`src/rtl/id_ex_hazard_stage_pkg.sv`:
```
// id_ex_hazard_stage_pkg: shared pipeline widths, ALU op codes and the ID/EX control bundle
package id_ex_hazard_stage_pkg;
  localparam int REG_AW = 5;
  localparam int DATA_W = 32;
  localparam int ALUOP_W = 4;
  typedef enum logic [ALUOP_W-1:0] {
    ALU_ADD = 4'd0,
    ALU_SUB = 4'd1,
    ALU_AND = 4'd2,
    ALU_OR  = 4'd3,
    ALU_XOR = 4'd4,
    ALU_SLT = 4'd5,
    ALU_SLL = 4'd6,
    ALU_SRL = 4'd7
  } alu_op_e;
  typedef struct packed {
    logic reg_write;
    logic mem_read;
    logic mem_write;
    logic mem_to_reg;
    logic alu_src;
    logic [ALUOP_W-1:0] alu_op;
  } id_ex_ctrl_t;
endpackage

```
`src/rtl/id_ex_hazard_stage_if.sv`:
```
// id_ex_hazard_stage_if: ID-side inputs and EX-side outputs of the ID/EX stage
// master drives id_*, flush, ex_hold and sees stall/ex_*/stall_cnt; slave is the stage itself
interface id_ex_hazard_stage_if import id_ex_hazard_stage_pkg::*; #(parameter int CNT_W = 16);
  logic id_valid;
  logic [REG_AW-1:0] id_rs, id_rt, id_rd;
  logic id_uses_rs, id_uses_rt;
  logic [DATA_W-1:0] id_rs_data, id_rt_data, id_imm;
  logic id_reg_write, id_mem_read, id_mem_write, id_mem_to_reg, id_alu_src, id_reg_dst;
  logic [ALUOP_W-1:0] id_alu_op;
  logic flush, ex_hold, stall, ex_valid;
  logic [REG_AW-1:0] ex_rs, ex_rt, ex_dest;
  logic [DATA_W-1:0] ex_rs_data, ex_rt_data, ex_imm;
  logic ex_reg_write, ex_mem_read, ex_mem_write, ex_mem_to_reg, ex_alu_src;
  logic [ALUOP_W-1:0] ex_alu_op;
  logic [CNT_W-1:0] stall_cnt;
  modport master (
    output id_valid, id_rs, id_rt, id_rd, id_uses_rs, id_uses_rt, id_rs_data, id_rt_data, id_imm,
           id_reg_write, id_mem_read, id_mem_write, id_mem_to_reg, id_alu_src, id_reg_dst, id_alu_op,
           flush, ex_hold,
    input  stall, ex_valid, ex_rs, ex_rt, ex_dest, ex_rs_data, ex_rt_data, ex_imm,
           ex_reg_write, ex_mem_read, ex_mem_write, ex_mem_to_reg, ex_alu_src, ex_alu_op, stall_cnt
  );
  modport slave (
    input  id_valid, id_rs, id_rt, id_rd, id_uses_rs, id_uses_rt, id_rs_data, id_rt_data, id_imm,
           id_reg_write, id_mem_read, id_mem_write, id_mem_to_reg, id_alu_src, id_reg_dst, id_alu_op,
           flush, ex_hold,
    output stall, ex_valid, ex_rs, ex_rt, ex_dest, ex_rs_data, ex_rt_data, ex_imm,
           ex_reg_write, ex_mem_read, ex_mem_write, ex_mem_to_reg, ex_alu_src, ex_alu_op, stall_cnt
  );
endinterface

```
`src/rtl/id_ex_hazard_stage_load_use_detect.sv`:
```
// id_ex_hazard_stage_load_use_detect: combinational load-use compare of the EX load against ID sources
// in: ex_valid/ex_mem_read/ex_dest (load in EX), id_valid/id_uses_*/id_rs/id_rt (ID reader); out: load_use
module id_ex_hazard_stage_load_use_detect import id_ex_hazard_stage_pkg::*; (
  input  logic ex_valid,
  input  logic ex_mem_read,
  input  logic [REG_AW-1:0] ex_dest,
  input  logic id_valid,
  input  logic id_uses_rs,
  input  logic id_uses_rt,
  input  logic [REG_AW-1:0] id_rs,
  input  logic [REG_AW-1:0] id_rt,
  output logic load_use
);
  assign load_use = ex_valid & ex_mem_read & (ex_dest != '0) & id_valid &
                    ((id_uses_rs & (ex_dest == id_rs)) | (id_uses_rt & (ex_dest == id_rt)));
endmodule

```
`src/rtl/id_ex_hazard_stage.sv`:
```
// id_ex_hazard_stage: ID/EX pipeline register with load-use stall, bubble insertion, flush and hold
// ports: clk, rst_n (async active-low), bus (slave view: id_* in, stall/ex_*/stall_cnt out)
module id_ex_hazard_stage import id_ex_hazard_stage_pkg::*; #(parameter int CNT_W = 16) (
  input  logic clk,
  input  logic rst_n,
  id_ex_hazard_stage_if.slave bus
);
  id_ex_ctrl_t ctrl, id_ctrl;
  logic valid, load_use;
  logic [REG_AW-1:0] rs, rt, dest;
  logic [DATA_W-1:0] rs_data, rt_data, imm;
  logic [CNT_W-1:0] cnt;
  // write enables from an empty ID slot are dropped so they always imply ex_valid
  assign id_ctrl = '{reg_write: bus.id_reg_write & bus.id_valid, mem_read: bus.id_mem_read,
                     mem_write: bus.id_mem_write & bus.id_valid, mem_to_reg: bus.id_mem_to_reg,
                     alu_src: bus.id_alu_src, alu_op: bus.id_alu_op};
  id_ex_hazard_stage_load_use_detect u_detect (
    .ex_valid(valid), .ex_mem_read(ctrl.mem_read), .ex_dest(dest),
    .id_valid(bus.id_valid), .id_uses_rs(bus.id_uses_rs), .id_uses_rt(bus.id_uses_rt),
    .id_rs(bus.id_rs), .id_rt(bus.id_rt), .load_use(load_use)
  );
  assign bus.stall = rst_n & (load_use | bus.ex_hold) & ~bus.flush;
  always_ff @(posedge clk or negedge rst_n) begin
    if (!rst_n) begin
      valid <= 1'b0;
      ctrl <= '0;
      rs <= '0;
      rt <= '0;
      dest <= '0;
      rs_data <= '0;
      rt_data <= '0;
      imm <= '0;
      cnt <= '0;
    end else if (bus.flush) begin
      valid <= 1'b0;
      ctrl <= '0;
    end else if (bus.ex_hold) begin
      valid <= valid;
    end else if (load_use) begin
      // bubble specifiers are zeroed so forwarding never matches them
      valid <= 1'b0;
      ctrl <= '0;
      rs <= '0;
      rt <= '0;
      dest <= '0;
      cnt <= cnt + {{(CNT_W-1){1'b0}}, ~&cnt};
    end else begin
      valid <= bus.id_valid;
      ctrl <= id_ctrl;
      rs <= bus.id_rs;
      rt <= bus.id_rt;
      dest <= bus.id_reg_dst ? bus.id_rd : bus.id_rt;
      rs_data <= bus.id_rs_data;
      rt_data <= bus.id_rt_data;
      imm <= bus.id_imm;
    end
  end
  assign bus.ex_valid = valid;
  assign bus.ex_rs = rs;
  assign bus.ex_rt = rt;
  assign bus.ex_dest = dest;
  assign bus.ex_rs_data = rs_data;
  assign bus.ex_rt_data = rt_data;
  assign bus.ex_imm = imm;
  assign bus.ex_reg_write = ctrl.reg_write;
  assign bus.ex_mem_read = ctrl.mem_read;
  assign bus.ex_mem_write = ctrl.mem_write;
  assign bus.ex_mem_to_reg = ctrl.mem_to_reg;
  assign bus.ex_alu_src = ctrl.alu_src;
  assign bus.ex_alu_op = ctrl.alu_op;
  assign bus.stall_cnt = cnt;
endmodule

```
`src/flat_wrapper.sv`:
```
// flat-port wrapper written by rule: the top's interface ports become plain ports
module id_ex_hazard_stage_flat import id_ex_hazard_stage_pkg::*;
#(parameter int CNT_W = 16)
  (clk, rst_n, bus_id_valid, bus_id_rs, bus_id_rt, bus_id_rd, bus_id_uses_rs, bus_id_uses_rt, bus_id_rs_data, bus_id_rt_data, bus_id_imm, bus_id_reg_write, bus_id_mem_read, bus_id_mem_write, bus_id_mem_to_reg, bus_id_alu_src, bus_id_reg_dst, bus_id_alu_op, bus_flush, bus_ex_hold, bus_stall, bus_ex_valid, bus_ex_rs, bus_ex_rt, bus_ex_dest, bus_ex_rs_data, bus_ex_rt_data, bus_ex_imm, bus_ex_reg_write, bus_ex_mem_read, bus_ex_mem_write, bus_ex_mem_to_reg, bus_ex_alu_src, bus_ex_alu_op, bus_stall_cnt);
  id_ex_hazard_stage_if #(.CNT_W(CNT_W)) bus_i ();
  input  logic clk;
  input  logic rst_n;
  input wire logic [$bits(bus_i.id_valid)-1:0] bus_id_valid;
  input wire logic [$bits(bus_i.id_rs)-1:0] bus_id_rs;
  input wire logic [$bits(bus_i.id_rt)-1:0] bus_id_rt;
  input wire logic [$bits(bus_i.id_rd)-1:0] bus_id_rd;
  input wire logic [$bits(bus_i.id_uses_rs)-1:0] bus_id_uses_rs;
  input wire logic [$bits(bus_i.id_uses_rt)-1:0] bus_id_uses_rt;
  input wire logic [$bits(bus_i.id_rs_data)-1:0] bus_id_rs_data;
  input wire logic [$bits(bus_i.id_rt_data)-1:0] bus_id_rt_data;
  input wire logic [$bits(bus_i.id_imm)-1:0] bus_id_imm;
  input wire logic [$bits(bus_i.id_reg_write)-1:0] bus_id_reg_write;
  input wire logic [$bits(bus_i.id_mem_read)-1:0] bus_id_mem_read;
  input wire logic [$bits(bus_i.id_mem_write)-1:0] bus_id_mem_write;
  input wire logic [$bits(bus_i.id_mem_to_reg)-1:0] bus_id_mem_to_reg;
  input wire logic [$bits(bus_i.id_alu_src)-1:0] bus_id_alu_src;
  input wire logic [$bits(bus_i.id_reg_dst)-1:0] bus_id_reg_dst;
  input wire logic [$bits(bus_i.id_alu_op)-1:0] bus_id_alu_op;
  input wire logic [$bits(bus_i.flush)-1:0] bus_flush;
  input wire logic [$bits(bus_i.ex_hold)-1:0] bus_ex_hold;
  output wire logic [$bits(bus_i.stall)-1:0] bus_stall;
  output wire logic [$bits(bus_i.ex_valid)-1:0] bus_ex_valid;
  output wire logic [$bits(bus_i.ex_rs)-1:0] bus_ex_rs;
  output wire logic [$bits(bus_i.ex_rt)-1:0] bus_ex_rt;
  output wire logic [$bits(bus_i.ex_dest)-1:0] bus_ex_dest;
  output wire logic [$bits(bus_i.ex_rs_data)-1:0] bus_ex_rs_data;
  output wire logic [$bits(bus_i.ex_rt_data)-1:0] bus_ex_rt_data;
  output wire logic [$bits(bus_i.ex_imm)-1:0] bus_ex_imm;
  output wire logic [$bits(bus_i.ex_reg_write)-1:0] bus_ex_reg_write;
  output wire logic [$bits(bus_i.ex_mem_read)-1:0] bus_ex_mem_read;
  output wire logic [$bits(bus_i.ex_mem_write)-1:0] bus_ex_mem_write;
  output wire logic [$bits(bus_i.ex_mem_to_reg)-1:0] bus_ex_mem_to_reg;
  output wire logic [$bits(bus_i.ex_alu_src)-1:0] bus_ex_alu_src;
  output wire logic [$bits(bus_i.ex_alu_op)-1:0] bus_ex_alu_op;
  output wire logic [$bits(bus_i.stall_cnt)-1:0] bus_stall_cnt;
  assign bus_i.id_valid = bus_id_valid;
  assign bus_i.id_rs = bus_id_rs;
  assign bus_i.id_rt = bus_id_rt;
  assign bus_i.id_rd = bus_id_rd;
  assign bus_i.id_uses_rs = bus_id_uses_rs;
  assign bus_i.id_uses_rt = bus_id_uses_rt;
  assign bus_i.id_rs_data = bus_id_rs_data;
  assign bus_i.id_rt_data = bus_id_rt_data;
  assign bus_i.id_imm = bus_id_imm;
  assign bus_i.id_reg_write = bus_id_reg_write;
  assign bus_i.id_mem_read = bus_id_mem_read;
  assign bus_i.id_mem_write = bus_id_mem_write;
  assign bus_i.id_mem_to_reg = bus_id_mem_to_reg;
  assign bus_i.id_alu_src = bus_id_alu_src;
  assign bus_i.id_reg_dst = bus_id_reg_dst;
  assign bus_i.id_alu_op = bus_id_alu_op;
  assign bus_i.flush = bus_flush;
  assign bus_i.ex_hold = bus_ex_hold;
  assign bus_stall = bus_i.stall;
  assign bus_ex_valid = bus_i.ex_valid;
  assign bus_ex_rs = bus_i.ex_rs;
  assign bus_ex_rt = bus_i.ex_rt;
  assign bus_ex_dest = bus_i.ex_dest;
  assign bus_ex_rs_data = bus_i.ex_rs_data;
  assign bus_ex_rt_data = bus_i.ex_rt_data;
  assign bus_ex_imm = bus_i.ex_imm;
  assign bus_ex_reg_write = bus_i.ex_reg_write;
  assign bus_ex_mem_read = bus_i.ex_mem_read;
  assign bus_ex_mem_write = bus_i.ex_mem_write;
  assign bus_ex_mem_to_reg = bus_i.ex_mem_to_reg;
  assign bus_ex_alu_src = bus_i.ex_alu_src;
  assign bus_ex_alu_op = bus_i.ex_alu_op;
  assign bus_stall_cnt = bus_i.stall_cnt;
  id_ex_hazard_stage #(.CNT_W(CNT_W)) u_core (.clk(clk), .rst_n(rst_n), .bus(bus_i));
endmodule
```
`config.mk`:
```
export PLATFORM = sky130hd
export DESIGN_NAME = id_ex_hazard_stage_flat
export DESIGN_NICKNAME = d
export VERILOG_FILES = /design/src/rtl/id_ex_hazard_stage_pkg.sv /design/src/rtl/id_ex_hazard_stage_if.sv /design/src/rtl/id_ex_hazard_stage_load_use_detect.sv /design/src/rtl/id_ex_hazard_stage.sv /design/src/flat_wrapper.sv
export SDC_FILE = /design/constraint.sdc
export NUM_CORES = 1
export LEC_CHECK = 0
export CAP_MARGIN = 20
export CORE_MARGIN = 2
export CORE_UTILIZATION = 41
export CTS_CLUSTER_SIZE = 28
export DETAILED_ROUTE_END_ITERATION = 8
export PLACE_DENSITY = 0.85
export SETUP_SLACK_MARGIN = 0.3
export SYNTH_ARGS = -nofsm -noshare
export SYNTH_HDL_FRONTEND = slang
export SYNTH_SLANG_ARGS = --single-unit
export TNS_END_PERCENT = 20
```
`constraint.sdc`:
```
create_clock -name clk -period 2.85 [get_ports clk]
set_input_delay 0.7125 -clock clk [delete_from_list [all_inputs] [get_ports clk]]
set_output_delay 0.7125 -clock clk [all_outputs]
set_load 0.02 [all_outputs]
```
Word-level counts from Yosys, hierarchy flattened. Cells that the tools add are included.

$add $sub $neg: 1. Multipliers: 0. Div/mod/pow operators: 0. $lt $le $gt $ge: 0. Eq/ne operators: 3. Shift-type cells: 0. Mux-type cells: 10. Bitwise operators: 15. Reductions and logical operators: 6.

Operators with widths (number): $mux 9 (3); $mux 5 (4); $add 16x1->16 (1); $reduce_and 16->1 (1); $and 1x1->1 (10); $eq 5x5->1 (2); $reduce_and 3->1 (2); $reduce_bool 5->1 (1); $mux 1 (3); $not 1->1 (3); $ne 2x2->1 const B (1); $or 1x1->1 (2); $reduce_and 2->1 (1); $logic_not 1->1 (1).

Register bits after elaboration: 137. Latch bits: 0. Memory bits (writable): 0. Bits in read-only memories: 0. Output and inout port bits: 138. Logic and storage cells: 49. Memories: 0.

Depth between registers and ports, before layout. Gate-level depths: netlist (run 1).

Depth in word-level cells: 7. Mapped depth: 10. Depth with buffers taken out: 10.

By module. A second synthesis (run 1) with hierarchy kept.

Cells, all modules: 562. Area, all modules: 5486.5 µm².

Modules (own cells, without submodules): id_ex_hazard_stage (instances 1, cells an instance 545, area an instance 5355.1 µm², sequential area each 3428.3 µm²); id_ex_hazard_stage_load_use_detect (instances 1, cells an instance 17, area an instance 131.4 µm², sequential area each 0.0 µm²).

Worst setup path after synthesis (run 1). No wires, ideal clock.

Path kind: reg-to-output. Start point: register u_core.dest[1], in the netlist u_core.bus.ex_dest[1]. End point: output port bus_stall. Arrival time: 1.983 ns. Data required time: 2.138 ns. Setup slack: 0.154 ns. Stages on the path, launching flop included: 6. Path through: dfrtp_1 -> or4_1 -> o2111ai_1 -> nor2_1 -> clkbuf_1 -> o211a_1.

Longest elaborated chain between the ends: 7. Elaborated cells between the ends (all ways): 12. Classes of those cells: 2 x eq/ne; 9 x bitwise; 1 x reduce/logical.

Ends and longest elaborated chain: from (decl) (line id_ex_hazard_stage.sv:10) `logic [REG_AW-1:0] rs, rt, dest;`; from (signal assigned) (line id_ex_hazard_stage.sv:52) `dest <= bus.id_reg_dst ? bus.id_rd : bus.id_rt;`; $eq 5x5->1 or $reduce_bool 5->1 (tied branches) (line id_ex_hazard_stage_load_use_detect.sv:15, id_ex_hazard_stage_load_use_detect.sv:14); $and 1x1->1 (on tied branches) (line id_ex_hazard_stage_load_use_detect.sv:15, id_ex_hazard_stage_load_use_detect.sv:14); $or 1x1->1 or $and 1x1->1 (tied branches) (line id_ex_hazard_stage_load_use_detect.sv:15, id_ex_hazard_stage_load_use_detect.sv:14); $and 1x1->1 * (line id_ex_hazard_stage_load_use_detect.sv:14) `assign load_use = ex_valid & ex_mem_read & (ex_dest != '0) & id_valid &`; $or 1x1->1 * (line id_ex_hazard_stage.sv:22) `assign bus.stall = rst_n & (load_use | bus.ex_hold) & ~bus.flush;`; $and 1x1->1 * (2 in a row) (line id_ex_hazard_stage.sv:22); to (decl) (line flat_wrapper.sv:26) `output wire logic [$bits(bus_i.stall)-1:0] bus_stall;`.

Mark *: on every way between the ends. The rest lies on a longest branch, timed or not.

Final worst setup path (run 1). Same ends and word-level chain as after synthesis.

==> results of run 1 <==
-- synth_stat cells, types with 2 or more instances --
cell      instances
ha_1              2
xnor2_1          13
nand4_1           9
o31ai_1           5
nor4_1            8
and3_1            2
buf_6             4
nand2_1          38
o41ai_1           6
mux2_2           58
xor2_1           11
nor3_1            4
a22o_1            2
o21ai_0          11
mux2_1           40
nor2b_1           2
buf_1             2
buf_4             2
buf_2             4
inv_1             9
dfrtp_1         137
nand3_1           3
clkbuf_1         10
mux2i_1           5
or4_1             3
nor2_1            4
-- per-layer routing --
layer	routed length (um)	up-vias	part of all wire
li1	-	2050	-
met1	6230	2151	0.38
met2	8070	238	0.50
met3	1600	31	0.098
met4	396	0	0.024
met5	0	-	0
-- critical path: stages, from the launching register on --
cell and delay (ns):
dfrtp_2 0.43, or4_4 0.58, o2111ai_4 0.21, nor2_2 0.07
o211a_4 0.23, buf_6 0.13
-- cell families after synthesis --
| logic type | after synthesis |
|---|---|
| AOI/OAI and AO/OA | 33 |
| buffers and inverters | 32 |
| DFF | 137 |
| xor gates and xnor gates | 24 |
| muxes | 103 |
| and+or+nand+nor | 77 |
| adders and majority gates | 2 |
-- stage by stage --
step           hold WS [ns]  total power [uW]
6_report              0.480              5690
5_1_grt               0.491              5940
4_1_cts               0.483              5730
3_5_place_dp          0.471              3770
3_3_place_gp          0.459              3730
2_1_floorplan         0.417              2930
-- final cells by class --
cell class	count	area (um2)	share of cell area
Timing Repair Buffer	301	2980	0.322
Clock buffer	22	474	0.0513
Sequential cell	137	3430	0.371
Multi-Input combinational cell	239	2060	0.222
Tap cell	176	220	0.0238
Inverter	9	33.8	0.00365
Antenna cell	1	2.50	0.000271
Clock inverter	8	48.8	0.00528
-- worst paths after layout --
| path | endpoint | slack (ns) | depth (start not counted) |
|---|---|---|---|
| setup / recovery | bus_stall | 0.08 | 5 |
| hold / removal | u_core.bus.ex_rt_data[25]$_DFFE_PN0P_ | 0.48 | 1 |
| setup reg to reg | u_core.bus.ex_rt_data[2]$_DFFE_PN0P_ | 0.30 | 7 |
| hold reg to reg | u_core.bus.ex_rt_data[25]$_DFFE_PN0P_ | 0.48 | 1 |
| max in group asynchronous | u_core.bus.ex_dest[1]$_DFFE_PN0P_ | 0.85 | 3 |
| min in group asynchronous | u_core.bus.ex_rt_data[29]$_DFFE_PN0P_ | 0.49 | 2 |
-- power groups by stage --
stage	Sequential [uW]	Combinational, uW	Clock, uW
after detailed placement	2360	1420	0
after CTS	2320	1430	1980
final	2320	1430	1940
after global routing	2350	1520	2070
after global placement	2340	1390	0
after floorplan	2640	293	0
-- timing repair --
action,4_1_cts,5_1_grt
hold buffers,0,0
setup endpoints to repair,1,57
gates resized for setup,18,4
cloned,0,2
setup buffers,4,2
pin swaps,6,6
==> results.ini, run 1 <==
[logic_synthesis]
yosys.area_share.xor_xnor = 0.0374
ys_seq_area_frac = 0.610
avgSynthCellArea_um2 = 13.8
synth_top_cell_by_area = dfrtp_1
syn_area_um2 = 5620
synthFlopType = dfrtp_1
synthAdderAreaFrac = 0.00445
synth.area.mux_share = 0.205
synthArstFlopShare = 1.00
yosysUniqueCellTypes = 40
synth-seq-cells = 137
synthTopCellsByArea = dfrtp_1 (61%), mux2_2 (12%), mux2_1 (8.0%), nand2_1 (2.5%), xnor2_1 (2.0%)
synth-simple-area-share = 0.0668
yosys_warnings = 0
synth_top_area_share = 0.610
synth_compound_area_frac = 0.0450
syn_inst = 408
synth_top_family_by_area = multiplexers
synth_edf_count = 0
synth_nets = 538

[flow_run]
drv_cap = 0

[worst_setup_path]
end_kind = primary output
cp-startpoint = u_core.bus.ex_dest[1]$_DFFE_PN0P_
cp_max_fo = 4
critPathRequiredTime_ns = 2.14
r2r_start = u_core.bus.ex_dest[1]$_DFFE_PN0P_
worstSetupPathType = flop to primary output
worst_ep_arrival_time_ns = 2.06
critPathLaunchType = flop

[routing]
via_per_inst = 5.01
drt_wl_total_um = 16300
post-route-drc-count = 0
routedWlPerCell_um = 18.2
first_pass_iters = 5
first_iter_violations = 268
dr_total_vias = 4470
ant_nets = 0

[power]
irDropWorstVdd_mv = 0.312
seq_power_share = 0.408
swShare = 0.274
pwr-share-comb = 0.251
powerDensity_nw_per_um2 = 616
internal-power_uw = 4130
switchingPower_uw = 1560
clkPwrFrac = 0.341
power.leakage_uw = 0.00393

[global_routing]
busiest_layer = met2
use_met1 = 0.247
grt_pass1_wl_um = 24900
grt_usage = 0.222
grt_pass1_vias = 4758
grt_max_degree = 76
met3_usage = 0.0832
grt_use_met2 = 0.381
antenna_found_initial = 1
overflow = 0

[final_layout]
area_delta_synth_final_pct = 64.6
final_cells = 893
layout-drive-gt1-share = 0.187
postLayoutCellArea_um2 = 9250
fin_util = 0.695
mostFrequentLayoutCell = clkdlybuf4s50_1
fillers = 911
nets = 835
final_cell_mix = clkdlybuf4s50_1 (253), dfrtp_1 (136), mux2_2 (58)

[outcome]
status = complete, no violations

[timing]
maxSlewHeadroom = 0.385
finalSetupTns_ns = 0
period_needed_ns = 2.77
period_share = 0.973
finClkSkew_ns = 0.00774
worstMarginPinSlew_ns = 0.923
finalMaxSlewViolations = 0
rsz0062_at_grt = yes
hold_viol = 0
setup_viol = 0
fmax_mhz = 361
finalWorstSetupSlack_ns = 0.0771

[placed_design]
place_inst = 854
port_buffers = 265
dp_hpwl_um = 12100
dp_slack_ns = -0.738
gp_congestion = 0.786
place_area_um2 = 8600

[clocking]
clk_pin_slew_ns = 0.06
cts_max_level = 4
cts_inserted_buffers = 17
clk_path_buf_depth = 2
cts_sinks = 137
cts.root.buffer_cell = clkbuf_16
worstSkewPairLatency_ns = 0.41
cts_tree = done

[worst_hold_path]
min_from = u_core.bus.ex_rt_data[25]$_DFFE_PN0P_
hp-class = flop to flop

[die]
die_h_um = 121
ios = 266
start_util = 0.423
core-area_um2 = 13300
die_w_um = 121
dieArea_um2 = 14700
rows = 42

Note: power is estimated with default switching activity, not from simulation.
==> run 2: changes to the inputs <==
--- a/config.mk
+++ b/config.mk
@@ -10,6 +10,7 @@
 export CORE_UTILIZATION = 41
 export CTS_CLUSTER_SIZE = 28
 export DETAILED_ROUTE_END_ITERATION = 8
+export HOLD_SLACK_MARGIN = 0.1
 export PLACE_DENSITY = 0.85
 export SETUP_SLACK_MARGIN = 0.3
 export SYNTH_ARGS = -nofsm -noshare
==> results of run 2 <==
Same layout as run 1: the final DEF is identical, and so are final timing and power.
